<file path="src/rtl/rf_write_arbiter_pkg.sv">
// Shared definitions for the register-file write arbiter: state encodings,
// width defaults and the two-requester round-robin pick.
package rf_write_arbiter_pkg;

   localparam int DATA_W_DEF  = 32;
   localparam int ADDR_W_DEF  = 5;
   localparam int REG_CNT_DEF = 1 << ADDR_W_DEF;

   // FSM encodings kept as plain constants so older netlists can match them
   localparam logic [0:0] IDLE  = 1'b0;
   localparam logic [0:0] WRITE = 1'b1;

   typedef struct packed {
      logic g0;
      logic g1;
   } grant_t;

   // Pick a winner among eligible requesters; on a tie the one not granted
   // last wins (last = 1 means requester 1 was granted most recently).
   function automatic grant_t arbitrate(input logic c0, input logic c1,
                                        input logic last);
      grant_t g;
      g = '0;
      if (c0 && c1) begin
         g.g0 = last;
         g.g1 = ~last;
      end else begin
         g.g0 = c0;
         g.g1 = c1;
      end
      return g;
   endfunction

endpackage

</file>
<file path="src/rtl/decoder_5x32.sv">
// Codebase line decoder: binary select in, one-hot line out
// (5-to-32 at the default width).
module decoder_5x32 #(
   parameter int IN_W = 5
) (
   input  logic [IN_W-1:0]      sel,
   output logic [(2**IN_W)-1:0] dec
);

   // One-hot decode of the select input
   always_comb begin
      // NOTE: assign a default before the indexed write so every bit is
      // driven on every path and no latch is inferred.
      dec      = '0;
      dec[sel] = 1'b1;
   end

endmodule

</file>
<file path="src/rtl/rf_write_arbiter.sv">
// Two-requester register-file write arbiter. A grant captures the winner's
// address/data into output registers for a single WRITE cycle; the register
// file loads on the edge that ends it. Register 0 is hard-wired and is never
// loaded, and a write aimed at it is flagged on zero_wr instead.
module rf_write_arbiter
   import rf_write_arbiter_pkg::*;
#(
   parameter int DATA_W = DATA_W_DEF,
   parameter int ADDR_W = ADDR_W_DEF
) (
   input  logic                  clk,
   input  logic                  reset,
   input  logic                  req0,
   input  logic [ADDR_W-1:0]     addr0,
   input  logic [DATA_W-1:0]     data0,
   input  logic                  req1,
   input  logic [ADDR_W-1:0]     addr1,
   input  logic [DATA_W-1:0]     data1,
   output logic                  gnt0,
   output logic                  gnt1,
   output logic [ADDR_W-1:0]     waddr,
   output logic [DATA_W-1:0]     wdata,
   output logic [(2**ADDR_W)-1:0] load,
   output logic                  zero_wr,
   output logic                  busy
);

   localparam int REG_CNT = 2 ** ADDR_W;

   logic [0:0]         state;
   logic               last;
   logic               cand0;
   logic               cand1;
   grant_t             win;
   logic               grant_any;
   logic [ADDR_W-1:0]  addr_nxt;
   logic [DATA_W-1:0]  data_nxt;
   logic [REG_CNT-1:0] dec_out;
   logic               addr_is_zero;

   // Eligibility and winner selection; the requester granted this cycle is
   // masked at the edge ending WRITE since it has not yet dropped its request.
   always_comb begin
      cand0        = req0 & ~((state == WRITE) & gnt0);
      cand1        = req1 & ~((state == WRITE) & gnt1);
      win          = arbitrate(cand0, cand1, last);
      grant_any    = win.g0 | win.g1;
      addr_nxt     = win.g1 ? addr1 : addr0;
      data_nxt     = win.g1 ? data1 : data0;
      addr_is_zero = (addr_nxt == '0);
   end

   decoder_5x32 #(
      .IN_W (ADDR_W)
   ) u_dec (
      .sel (addr_nxt),
      .dec (dec_out)
   );

   // FSM, round-robin pointer, capture registers and registered outputs
   always_ff @(posedge clk or negedge reset) begin
      if (!reset) begin
         state   <= IDLE;
         last    <= 1'b1;
         gnt0    <= 1'b0;
         gnt1    <= 1'b0;
         waddr   <= '0;
         wdata   <= '0;
         load    <= '0;
         zero_wr <= 1'b0;
      end else begin
         // NOTE: non-blocking assignments so every register here samples
         // the pre-edge values, independent of statement order.
         state   <= grant_any ? WRITE : IDLE;
         gnt0    <= win.g0;
         gnt1    <= win.g1;
         zero_wr <= grant_any & addr_is_zero;
         load    <= (grant_any && !addr_is_zero) ? (dec_out & ~REG_CNT'(1)) : '0;
         if (grant_any) begin
            waddr <= addr_nxt;
            wdata <= data_nxt;
            last  <= win.g1;
         end
      end
   end

   assign busy = (state == WRITE);

endmodule
</file>
<file path="config.mk">
export PLATFORM = sky130hd
export DESIGN_NAME = rf_write_arbiter
export DESIGN_NICKNAME = d
export VERILOG_FILES = /design/src/rtl/rf_write_arbiter_pkg.sv /design/src/rtl/decoder_5x32.sv /design/src/rtl/rf_write_arbiter.sv
export SDC_FILE = /design/constraint.sdc
export NUM_CORES = 1
export LEC_CHECK = 0
export BUFFER_PORTS_ARGS = -buffer_cell sky130_fd_sc_hd__buf_4
export CELL_PAD_IN_SITES_DETAIL_PLACEMENT = 0
export CELL_PAD_IN_SITES_GLOBAL_PLACEMENT = 2
export CORE_MARGIN = 1
export CORE_UTILIZATION = 25
export CTS_BUF_LIST = sky130_fd_sc_hd__clkbuf_4 sky130_fd_sc_hd__clkbuf_8
export CTS_CLUSTER_DIAMETER = 200
export DETAILED_ROUTE_END_ITERATION = 6
export PLACE_DENSITY_LB_ADDON = 0.15
export RECOVER_POWER = 25
export SETUP_SLACK_MARGIN = 0.15
export SYNTH_ARGS = -nofsm -noshare
export SYNTH_HDL_FRONTEND = slang
export SYNTH_HIERARCHICAL = 1
export SYNTH_SLANG_ARGS = --single-unit
export TNS_END_PERCENT = 10
</file>
<file path="constraint.sdc">
create_clock -name clk -period 2.1 [get_ports clk]
set_clock_uncertainty 0.2 [all_clocks]
set_input_delay 0.315 -clock clk [delete_from_list [all_inputs] [get_ports clk]]
set_output_delay 0.315 -clock clk [all_outputs]
set_load 0.01 [all_outputs]
</file>
==> results.md, run 1 <==
* DR DRC count at 28
* WP data arrival at between 2 and 2.5 ns
* Routed WL per cell at about 15 um
* # setup viols final at 3
* DRT iter0 DRCs at just under 200
* Port Buf Inserts at 149
* Relative slew slack at between 15 and 20%
* Congestion Overflow GR at 0
* CP Class: register to register
* R2R depth at 9
* R2R setup slack at -0.01 ns
* RSZ-0062 raised after global routing: true
* Status: finished, violations left
* Post-Syn Area at approximately 3000 um2
* Dpl hpwl at 6360 um
* Syn_nets at ~360
* Final worst slack at -0.01359 ns
* Initial Utilization at between 20 and 30%
* Crit. End Element: register
* Nets at ~590
* Worst-path maximum fanout at 6
* Placer congestion estimate at around 0.72
* Slew of the pin with the lowest slew margin at 1.253 ns
* Core area at about 12,000 um2
* Layout fillers at approximately 1,100
* Period utilization at 100.6%
* Pwr/cell area at between 800 and 900 nW/um2
* Number of diodes at 0
* Synth Warn # at 6
* R2r endpoint: load[5]
* Max VDD drop at around 0.24 mV
* Failing checks: design-rule violations, negative setup slack
* M3 GR Usage at under 10%
* Busiest layer in global routing: met2
* Required @ worst endpoint at about 2.2 ns
* Clock-pin slew on the worst setup and hold paths at around 0.080 ns
* Mean area per synthesized cell at ~11 um2
* Drt total wl at between 10,000 and 15,000 um
* Worst r2r src: busy
* Tot Pwr at around 4.6 mW
* Leak at a little under 3 nW
* Hold depth at 3
* Cell row count at 39
* First-pass GRT wire length at approximately 16,000 um
* GR Util met1 at a little over a fifth
* Clk root buf: clkbuf_8
* Layout Area Growth over Synthesis at 83.16%
* Later-pin clock latency in the skew report at 0.35 ns
* CP Launch Type: register
* TritonCTS Buffers at 9
* Max Clk Rate at between 400 and 500 MHz
* Die area at around 12,000 um2
* Hold_sp: addr1[4]
* Placement Setup Slack at -0.05006 ns
* CTS tree: yes
* Min-Delay Path Class: primary input to register
* Die extent in x at approximately 110 um
* Largest net degree at the start of global routing at 49
* Grt met2 use at a little over a quarter
* Fin. max-slew vios at 0
* Min-Delay Endpoint: waddr[4]
* I/O pin total at approximately 150
* Syn Inst Count at 277
* Vias in the first global route at 3,067
* Post-route minimum period at around 2.1 ns
* GRT Total Usage at 16.76%
* Vias per cell at between 4 and 5
* Layout cell share with drive strength beyond 1 at 43.50%
* Clock Sinks at 73
* Max clock buf depth at 2
* Vias at 3,004
* Final antenna-violating net count at 0
* Number of iterations in the first detailed-routing pass at 7
* Antenna violations before repair at 0
* H-tree depth at 3
* Die Y at about 110 um
* Final hold vios at 0
* MaxCap Viol Count at 0
## registers in the layout (all words and copies together) (netlist names)
register and cells:
busy 1, gnt0 1, gnt1 1, last 1, load 31, waddr 5
wdata 32, zero_wr 1
## where the power goes
part,switching (mW),internal (mW)
logic,0.823,0.933
clock network,0.516,0.515
registers,0.164,1.68
## metrics by stage
| step | instances | utilization, % | area (um2) | setup TNS [ns] | hold slack [ns] |
|---|---|---|---|---|---|
| detailed placement | 573 | 38.93 | 4502 | -0.6633 | 0.1927 |
| floorplan | 277 | - | 3069 | 0 | -0.1806 |
| global route | 658 | 47.54 | 5498 | -2.499 | 0.05433 |
| global placement | 573 | 38.93 | 4502 | -0.2323 | 0.1815 |
| finish | 658 | 47.54 | 5498 | -0.02448 | 0.06284 |
| CTS | 657 | 47.00 | 5435 | -0.06837 | 0.04436 |
## repair_timing
action | CTS | global route
cloned | 1 | 0
setup endpoints to repair | 31 | 59
endpoints found under the hold margin | 78 | 0
buffers inserted | 2 | 1
gates resized for setup | 15 | 15
hold buffers | 65 | 0
pin swaps | 21 | 24
## critical path, cell delays in order, from the launching register on
cell	delay (ns)
dfrtp_2	0.44
buf_6	0.13
a21boi_4	0.23
a21boi_4	0.12
buf_6	0.15
nand2_4	0.06
nand2_4	0.06
or3b_4	0.43
nor2_1	0.09
and3_1	0.14
## routing by layer
layer | part of all wire [%] | wire length (um)
met5 | 0 | 0
met4 | 2.3 | 232
met3 | 6.4 | 641
met2 | 48 | 4769
met1 | 44 | 4392
## cells in the final DEF, fill, tap and decap left out, types with 4 or more instances in the layout
cell and n:
inv_1 35, buf_12 5, a222oi_1 32, and3_1 31
nand2b_1 4, a21boi_4 5, dfrtp_1 71, a31oi_1 5
nor2_1 36, nor2_2 4, buf_4 164, nand2_1 4
nand2_4 6, clkbuf_8 11, buf_6 8, dlygate4sd3_1 65
## how the worst max path moves through the flow
stage | start | to | slack, ns
3_3_place_gp | req0 | load[20] | -0.03
5_1_grt | busy | load[8] | -0.12
3_5_place_dp | busy | load[22] | -0.05
2_1_floorplan | busy | load[11] | 0.05
4_1_cts | gnt1 | load[5] | -0.02
6_report | busy | load[5] | -0.01
## final cells by class
type / instances / area, um2 / area share (%)
repair buffers: 243 / 2077 / 37.78
flip-flops and latches: 73 / 1829 / 33.27
multi-input cells: 148 / 1100 / 20.00
well taps: 143 / 178.9 / 3.254
clock buffers: 13 / 166.4 / 3.027
inverters: 35 / 131.4 / 2.390
clock inverters: 3 / 15.01 / 0.2731
Note: power is estimated with default switching activity, not from simulation.
==> run 2, diff against run 1 <==
--- a/config.mk
+++ b/config.mk
@@ -16,6 +16,7 @@
 export PLACE_DENSITY_LB_ADDON = 0.15
 export RECOVER_POWER = 25
 export SETUP_SLACK_MARGIN = 0.15
+export SKIP_CTS_REPAIR_TIMING = 1
 export SYNTH_ARGS = -nofsm -noshare
 export SYNTH_HDL_FRONTEND = slang
 export SYNTH_HIERARCHICAL = 1
==> run 2 against run 1 <==
Compared with the run above: routed wire length is 2.0% lower; utilization shrank 1.6 points; via count fell by 1.6%; maximum frequency is 0.14% higher; die area unchanged; the run ends with design-rule violations, negative hold slack, negative setup slack left; largest cell class unchanged.
==> results.md, run 2 (synthesis results as in run 1) <==
* Sequential share of power at 40.4% (+0.6 points)
* Dpl hpwl at 6360 um (unchanged)
* Max VDD drop at 0.2328 mV (-3.1%)
* Vias in the first global route at 2,757 (-10%)
* Slew of the pin with the lowest slew margin at 1.248 ns (-0.004605 ns)
* Number of iterations in the first detailed-routing pass at 7 (unchanged)
* Die area at 12,450 um2 (unchanged)
* Vias at 2,955 (-1.6%)
* Clock power frac at 22.6% (+0.3 points)
* Most frequent cells in the layout: buf_4, dfrtp_1, dlygate4sd3_1
* Placer congestion estimate at 0.7245 (unchanged)
* Max reg flops at 32 (unchanged)
* Port Buf Inserts at 149 (unchanged)
* MaxCap Viol Count at 0 (unchanged)
* RSZ-0062 raised after global routing: true
* CP Class: register to register
* Psw at 1.471 mW (-2.1%)
* DRT iter0 DRCs at 267 (+38%)
* Tot Pwr at 4.535 mW (-2.0%)
* Final antenna-violating net count at 0 (unchanged)
* Max Clk Rate at 473.8 MHz (+0.14%)
* Relative slew slack at 16.80% (+0.31 points)
* Regs by FF count: wdata: 32 flops, load: 31 flops, waddr: 5 flops
* Routed WL per cell at 15.24 um (about the same)
* Vias per cell at 4.581 (+0.35%)
* Net Sw Frac at 32.43% (-0.033 points)
* Largest Register: wdata
* Commonest non-fill, non-tap cell in the layout: buf_4
* Clock-pin slew on the worst setup and hold paths at 0.08 ns (about the same)
* # setup viols final at 2 (-1)
* Internal power at 3.064 mW (-1.9%)
* GRT Total Usage at 15.37% (-1.4 points)
* Layout Area Growth over Synthesis at 76.87%
* TritonCTS Buffers at 9 (unchanged)
* Initial Utilization at 25.95% (unchanged)
* R2R depth at 8 (-1)
* Leak at 2.861 nW (-2.8%)
* DR DRC count at 23 (-18%)
* Number of diodes at 0 (unchanged)
* Antenna violations before repair at 0 (unchanged)
* Logic pwr share at 37.0% (-1.0 points)
* Clk root buf: clkbuf_8
* Fin. max-slew vios at 0 (unchanged)
* Largest net degree at the start of global routing at 49 (unchanged)
* Hold Slack at -0.006096 ns (-0.06893 ns)
* Failing checks: design-rule violations, negative hold slack, negative setup slack
* H-tree depth at 3 (unchanged)
* Post-route minimum period at 2.111 ns (-0.003048 ns)
* Max clock buf depth at 2 (unchanged)
* Later-pin clock latency in the skew report at 0.35 ns (about the same)
* WP data arrival at 2.21 ns (about the same)
* Die extent in x at 111.6 um (unchanged)
* Period utilization at 100.5% (-0.15 points)
* Nets at 575 (-2.2%)
* CTS tree: yes
* Worst-path maximum fanout at 6 (unchanged)
* Hold depth at 3 (unchanged)
* Cell row count at 39 (unchanged)
* Pwr/cell area at 854.3 nW/um2 (+1.5%)
* Min-Delay Path Class: primary input to register
* Status: finished, violations left
* Layout cell share with drive strength beyond 1 at 44.02% (+0.53 points)
* Design area at 5309 um2 (-3.4%)
* Final hold vios at 4 (+4)
* First-pass GRT wire length at 14,630 um (-9.1%)
* I/O pin total at 151 (unchanged)
* Final worst slack at -0.01054 ns (+0.003049 ns)
* Crit. End Element: register
* Required @ worst endpoint at 2.20 ns (about the same)
* Placed inst area at 4502 um2 (unchanged)
* CP Launch Type: register
* Clock Sinks at 73 (unchanged)
* Die Y at 111.6 um (unchanged)
* Core area at 11,560 um2 (unchanged)
* Drt total wl at 9831 um (-2.0%)
* Congestion Overflow GR at 0 (unchanged)
-- run 2: layout make-up --
| class | count | area [um2] |
|---|---|---|
| fill | 1104 | 6256 |
| timing repair buffer | 230 | 1916 |
| sequential | 73 | 1829 |
| multi-input combinational | 148 | 1072 |
| tap | 143 | 178.9 |
| clock buffer | 13 | 166.4 |
| inverter | 35 | 131.4 |
| clock inverter | 3 | 15.01 |
-- run 2: layer usage --
layer | track usage, % | part of all wire, %
met5 | 0 | 0
met4 | 7.297 | 1.7
met2 | 24.46 | 48
met1 | 20.01 | 44
met3 | 3.212 | 6.1
-- run 2: critical path, stage by stage (launching register included) --
cell	delay [ns]
dfrtp_1	0.41
a21boi_2	0.20
a21boi_4	0.29
buf_6	0.15
nand2_4	0.05
nand2_4	0.08
or3b_4	0.41
nor2_2	0.09
and3_1	0.16
-- run 2: power by group through the flow --
| stage | clock network, mW | registers, mW | logic (mW) |
|---|---|---|---|
| 2_1_floorplan | 0 | 1.97 | 0.593 |
| 3_3_place_gp | 0 | 1.84 | 1.55 |
| 3_5_place_dp | 0 | 1.85 | 1.55 |
| 4_1_cts | 1.09 | 1.83 | 1.55 |
| 5_1_grt | 1.14 | 1.87 | 1.81 |
| 6_report | 1.02 | 1.83 | 1.68 |
-- run 2: per-stage QoR --
stage | cells | TNS [ns] | utilization, % | setup slack (ns) | hold WS, ns
5_1_grt | 645 | -2.731 | 45.91 | -0.1233 | -0.0001730
2_1_floorplan | 277 | 0 | - | 0.05242 | -0.1806
3_3_place_gp | 573 | -0.2323 | 38.93 | -0.02561 | 0.1815
6_report | 645 | -0.01973 | 45.91 | -0.01054 | -0.006096
3_5_place_dp | 573 | -0.6633 | 38.93 | -0.05006 | 0.1927
4_1_cts | 589 | -1.178 | 40.50 | -0.07449 | -0.2094
-- run 2: worst paths after layout --
| check | slack (ns) | to | startpoint |
|---|---|---|---|
| worst max register to register | -0.01 | load[8] | gnt1 |
| worst min register to register | 0.31 | wdata[3] | wdata[3] |
| min in group asynchronous | 0.57 | wdata[1] | reset |
| max in group asynchronous | 0.28 | busy | reset |
| worst max-delay path | -0.01 | load[8] | gnt1 |
| worst min-delay path | -0.006 | wdata[27] | data0[27] |
==> run 3, diff against run 2 <==
--- a/config.mk
+++ b/config.mk
@@ -9,8 +9,7 @@
 export CELL_PAD_IN_SITES_DETAIL_PLACEMENT = 0
 export CELL_PAD_IN_SITES_GLOBAL_PLACEMENT = 2
 export CORE_MARGIN = 1
-export CORE_UTILIZATION = 25
-export CTS_BUF_LIST = sky130_fd_sc_hd__clkbuf_4 sky130_fd_sc_hd__clkbuf_8
+export CORE_UTILIZATION = 24
 export CTS_CLUSTER_DIAMETER = 200
 export DETAILED_ROUTE_END_ITERATION = 6
 export PLACE_DENSITY_LB_ADDON = 0.15
==> run 3 against run 2 <==
Compared with the run above: the flow finishes with violations (negative hold slack); via count shrank 9.0%; clock power is 98% higher; sequential power about the same; combinational power fell by 4%; worst hold slack hardly changed; utilization is 3.9 points lower; maximum frequency up 1.7%; total power increased by 21%.
==> results.md, run 3 (synthesis results as in run 1) <==
* Post-route minimum period at 2.076 ns (-0.03473 ns)
* Antenna violations before repair at 0 (unchanged)
* Layout fillers at 1,238 (+12%)
* Crit. End Element: register
* Clock power frac at 36.9% (+14 points)
* Crit-path slowest cell: dfrtp_2
* Leak at 2.747 nW (-4.0%)
* Worst-path maximum fanout at 8 (+2)
* Logic pwr share at 29.4% (-7.6 points)
* CP Launch Type: register
* Core area at 12,110 um2 (+4.7%)
* Commonest non-fill, non-tap cell in the layout: buf_4
* CTS tree: yes
* Slew of the pin with the lowest slew margin at 1.087 ns (-0.1611 ns)
* Status: finished, violations left
* DR DRC count at 0 (-100%)
* Largest net degree at the start of global routing at 43 (-12%)
* First-pass GRT wire length at 14,210 um (-2.8%)
* Most frequent cells in the layout: buf_4, dfrtp_1, nor2_1
* Routed WL per cell at 14.97 um (-1.8%)
* Placer congestion estimate at 0.7315 (+0.97%)
* # setup viols final at 0 (-2)
* Min-Delay Endpoint: wdata[11]
* Die extent in x at 113.8 um (+2.0%)
* R2R depth at 9 (+1)
* Die Y at 113.8 um (+2.0%)
* Congestion Overflow GR at 0 (unchanged)
* Clk root buf: clkbuf_16
* Sequential share of power at 33.7% (-6.7 points)
* Hold_sp: data1[11]
* Area of the multi-input gates at 1104 um2 (+2.9%)
* Period utilization at 98.85% (-1.7 points)
* CP Class: register to register
* Clock Sinks at 73 (unchanged)
* Max clock buf depth at 2 (unchanged)
* Final antenna-violating net count at 0 (unchanged)
* Final hold vios at 9 (+5)
* Max Clk Rate at 481.7 MHz (+1.7%)
* Max reg flops at 32 (unchanged)
* Nets at 522 (-9.2%)
* Family with the most delay on the worst path: simple AND/OR/NAND/NOR gates
* Post-layout util at 41.98% (-3.9 points)
* Final worst slack at 0.02419 ns (+0.03473 ns)
* Clock-pin slew on the worst setup and hold paths at 0.06 ns (-0.02 ns)
* Port Buf Inserts at 149 (unchanged)
* Dpl hpwl at 6267 um (-1.5%)
* Required @ worst endpoint at 2.17 ns (-0.03 ns)
* Hold depth at 3 (unchanged)
* R2R setup slack at 0.02 ns (+0.03 ns)
* Min-Delay Path Class: primary input to register
* TritonCTS Buffers at 9 (unchanged)
* R2r endpoint: load[17]
* Worst r2r src: busy
* Psw at 1.531 mW (+4.1%)
* Vias at 2,689 (-9.0%)
* Relative slew slack at 27.53% (+11 points)
* DRT iter0 DRCs at 165 (-38%)
* Internal power at 3.951 mW (+29%)
* Storage cell area at 1829 um2 (unchanged)
* Failing checks: negative hold slack
* Worst path bufs/invs at 2 (+1)
* GRT Total Usage at 14.43% (-0.94 points)
* Layout Area Growth over Synthesis at 69.40%
* Initial Utilization at 24.78% (-1.2 points)
* Crit-path cells: buf_6 -> a21boi_4 -> a21boi_4 -> buf_6 -> nand2_4 -> nand2_4 -> or3b_4 -> nor2_1 -> and3_1
* Cell row count at 40 (+2.6%)
* I/O pin total at 151 (unchanged)
* MaxCap Viol Count at 0 (unchanged)
* Net Sw Frac at 27.93% (-4.5 points)
* Pwr/cell area at 1078 nW/um2 (+26%)
* Placement Setup Slack at -0.1088 ns (-0.05871 ns)
* Tot Pwr at 5.482 mW (+21%)
* Vias in the first global route at 2,684 (-2.6%)
* Later-pin clock latency in the skew report at 0.33 ns (-0.02 ns)
* Number of iterations in the first detailed-routing pass at 5 (-2)
* Die area at 12,960 um2 (+4.1%)
* Layout cell share with drive strength beyond 1 at 48.78% (+4.8 points)
* Max VDD drop at 0.3505 mV (+51%)
* Largest Register: wdata
* Number of diodes at 0 (unchanged)
* RSZ-0062 raised after global routing: true
* Slowest stage delay, CP at 0.43 ns (+0.02 ns)
* Drt total wl at 9235 um (-6.1%)
* H-tree depth at 3 (unchanged)
* WP data arrival at 2.15 ns (-0.06 ns)
* Fin. max-slew vios at 0 (unchanged)
* Vias per cell at 4.358 (-4.9%)
* Regs by FF count: wdata: 32 flops, load: 31 flops, waddr: 5 flops
* Hold Slack at -0.005876 ns (+0.0002192 ns)
## run 3: cell count changes in the layout (fill, tap and decap cells not counted), sizes merged
| cell | change |
|---|---|
| clkinv | -3 |
| clkbuf | -2 |
| dlygate4sd3 | -50 |
| buf | -3 |
| bufinv | +5 |
## run 3: metrics by stage
| stage | std cells | hold slack, ns | area [um2] | TNS (ns) |
|---|---|---|---|---|
| 2_1_floorplan | 277 | -0.1806 | 3069 | 0 |
| 3_5_place_dp | 592 | 0.1522 | 4501 | -1.808 |
| 3_3_place_gp | 592 | 0.1519 | 4501 | -1.512 |
| 6_report | 617 | -0.005876 | 5085 | 0 |
| 4_1_cts | 608 | -0.2064 | 4893 | -1.875 |
| 5_1_grt | 617 | 0.001018 | 5085 | -1.581 |
## run 3: worst max path at each step
stage	end	startpoint	cells past startpoint	slack, ns
finish	load[17]	busy	9	0.02
CTS	load[11]	busy	8	-0.10
floorplan	load[11]	busy	8	0.05
global placement	load[2]	req1	8	-0.08
global route	load[17]	gnt1	8	-0.1
detailed placement	load[11]	req1	9	-0.11
## run 3: layer usage
metal / GRT usage (%) / vias up / wire length (um)
met3: 2.604 / 7 / 637
li1: - / 1312 / -
met2: 23.33 / 106 / 4291
met1: 18.60 / 1264 / 4212
met5: 0 / - / 0
met4: 7.186 / 0 / 93
## run 3: tightest hold or removal path: stages
cell and delay (ns):
buf_4 0.08, a222oi_1 0.05, inv_1 0.05
## run 3: layout make-up
class | instances | share of cell area [%]
Inverter | 35 | 2.584
Clock inverter | 5 | 2.953
Tap cell | 168 | 4.134
Multi-Input combinational cell | 148 | 21.70
Clock buffer | 11 | 4.774
Sequential cell | 73 | 35.97
Timing Repair Buffer | 177 | 27.88
## run 3: power groups by stage
| stage | Clock [mW] | Combinational, mW | Sequential, mW |
|---|---|---|---|
| after floorplan | 0 | 0.593 | 1.97 |
| after global placement | 0 | 1.53 | 1.85 |
| after detailed placement | 0 | 1.54 | 1.86 |
| after CTS | 2.07 | 1.54 | 1.83 |
| after global routing | 2.13 | 1.77 | 1.88 |
| final | 2.02 | 1.61 | 1.85 |
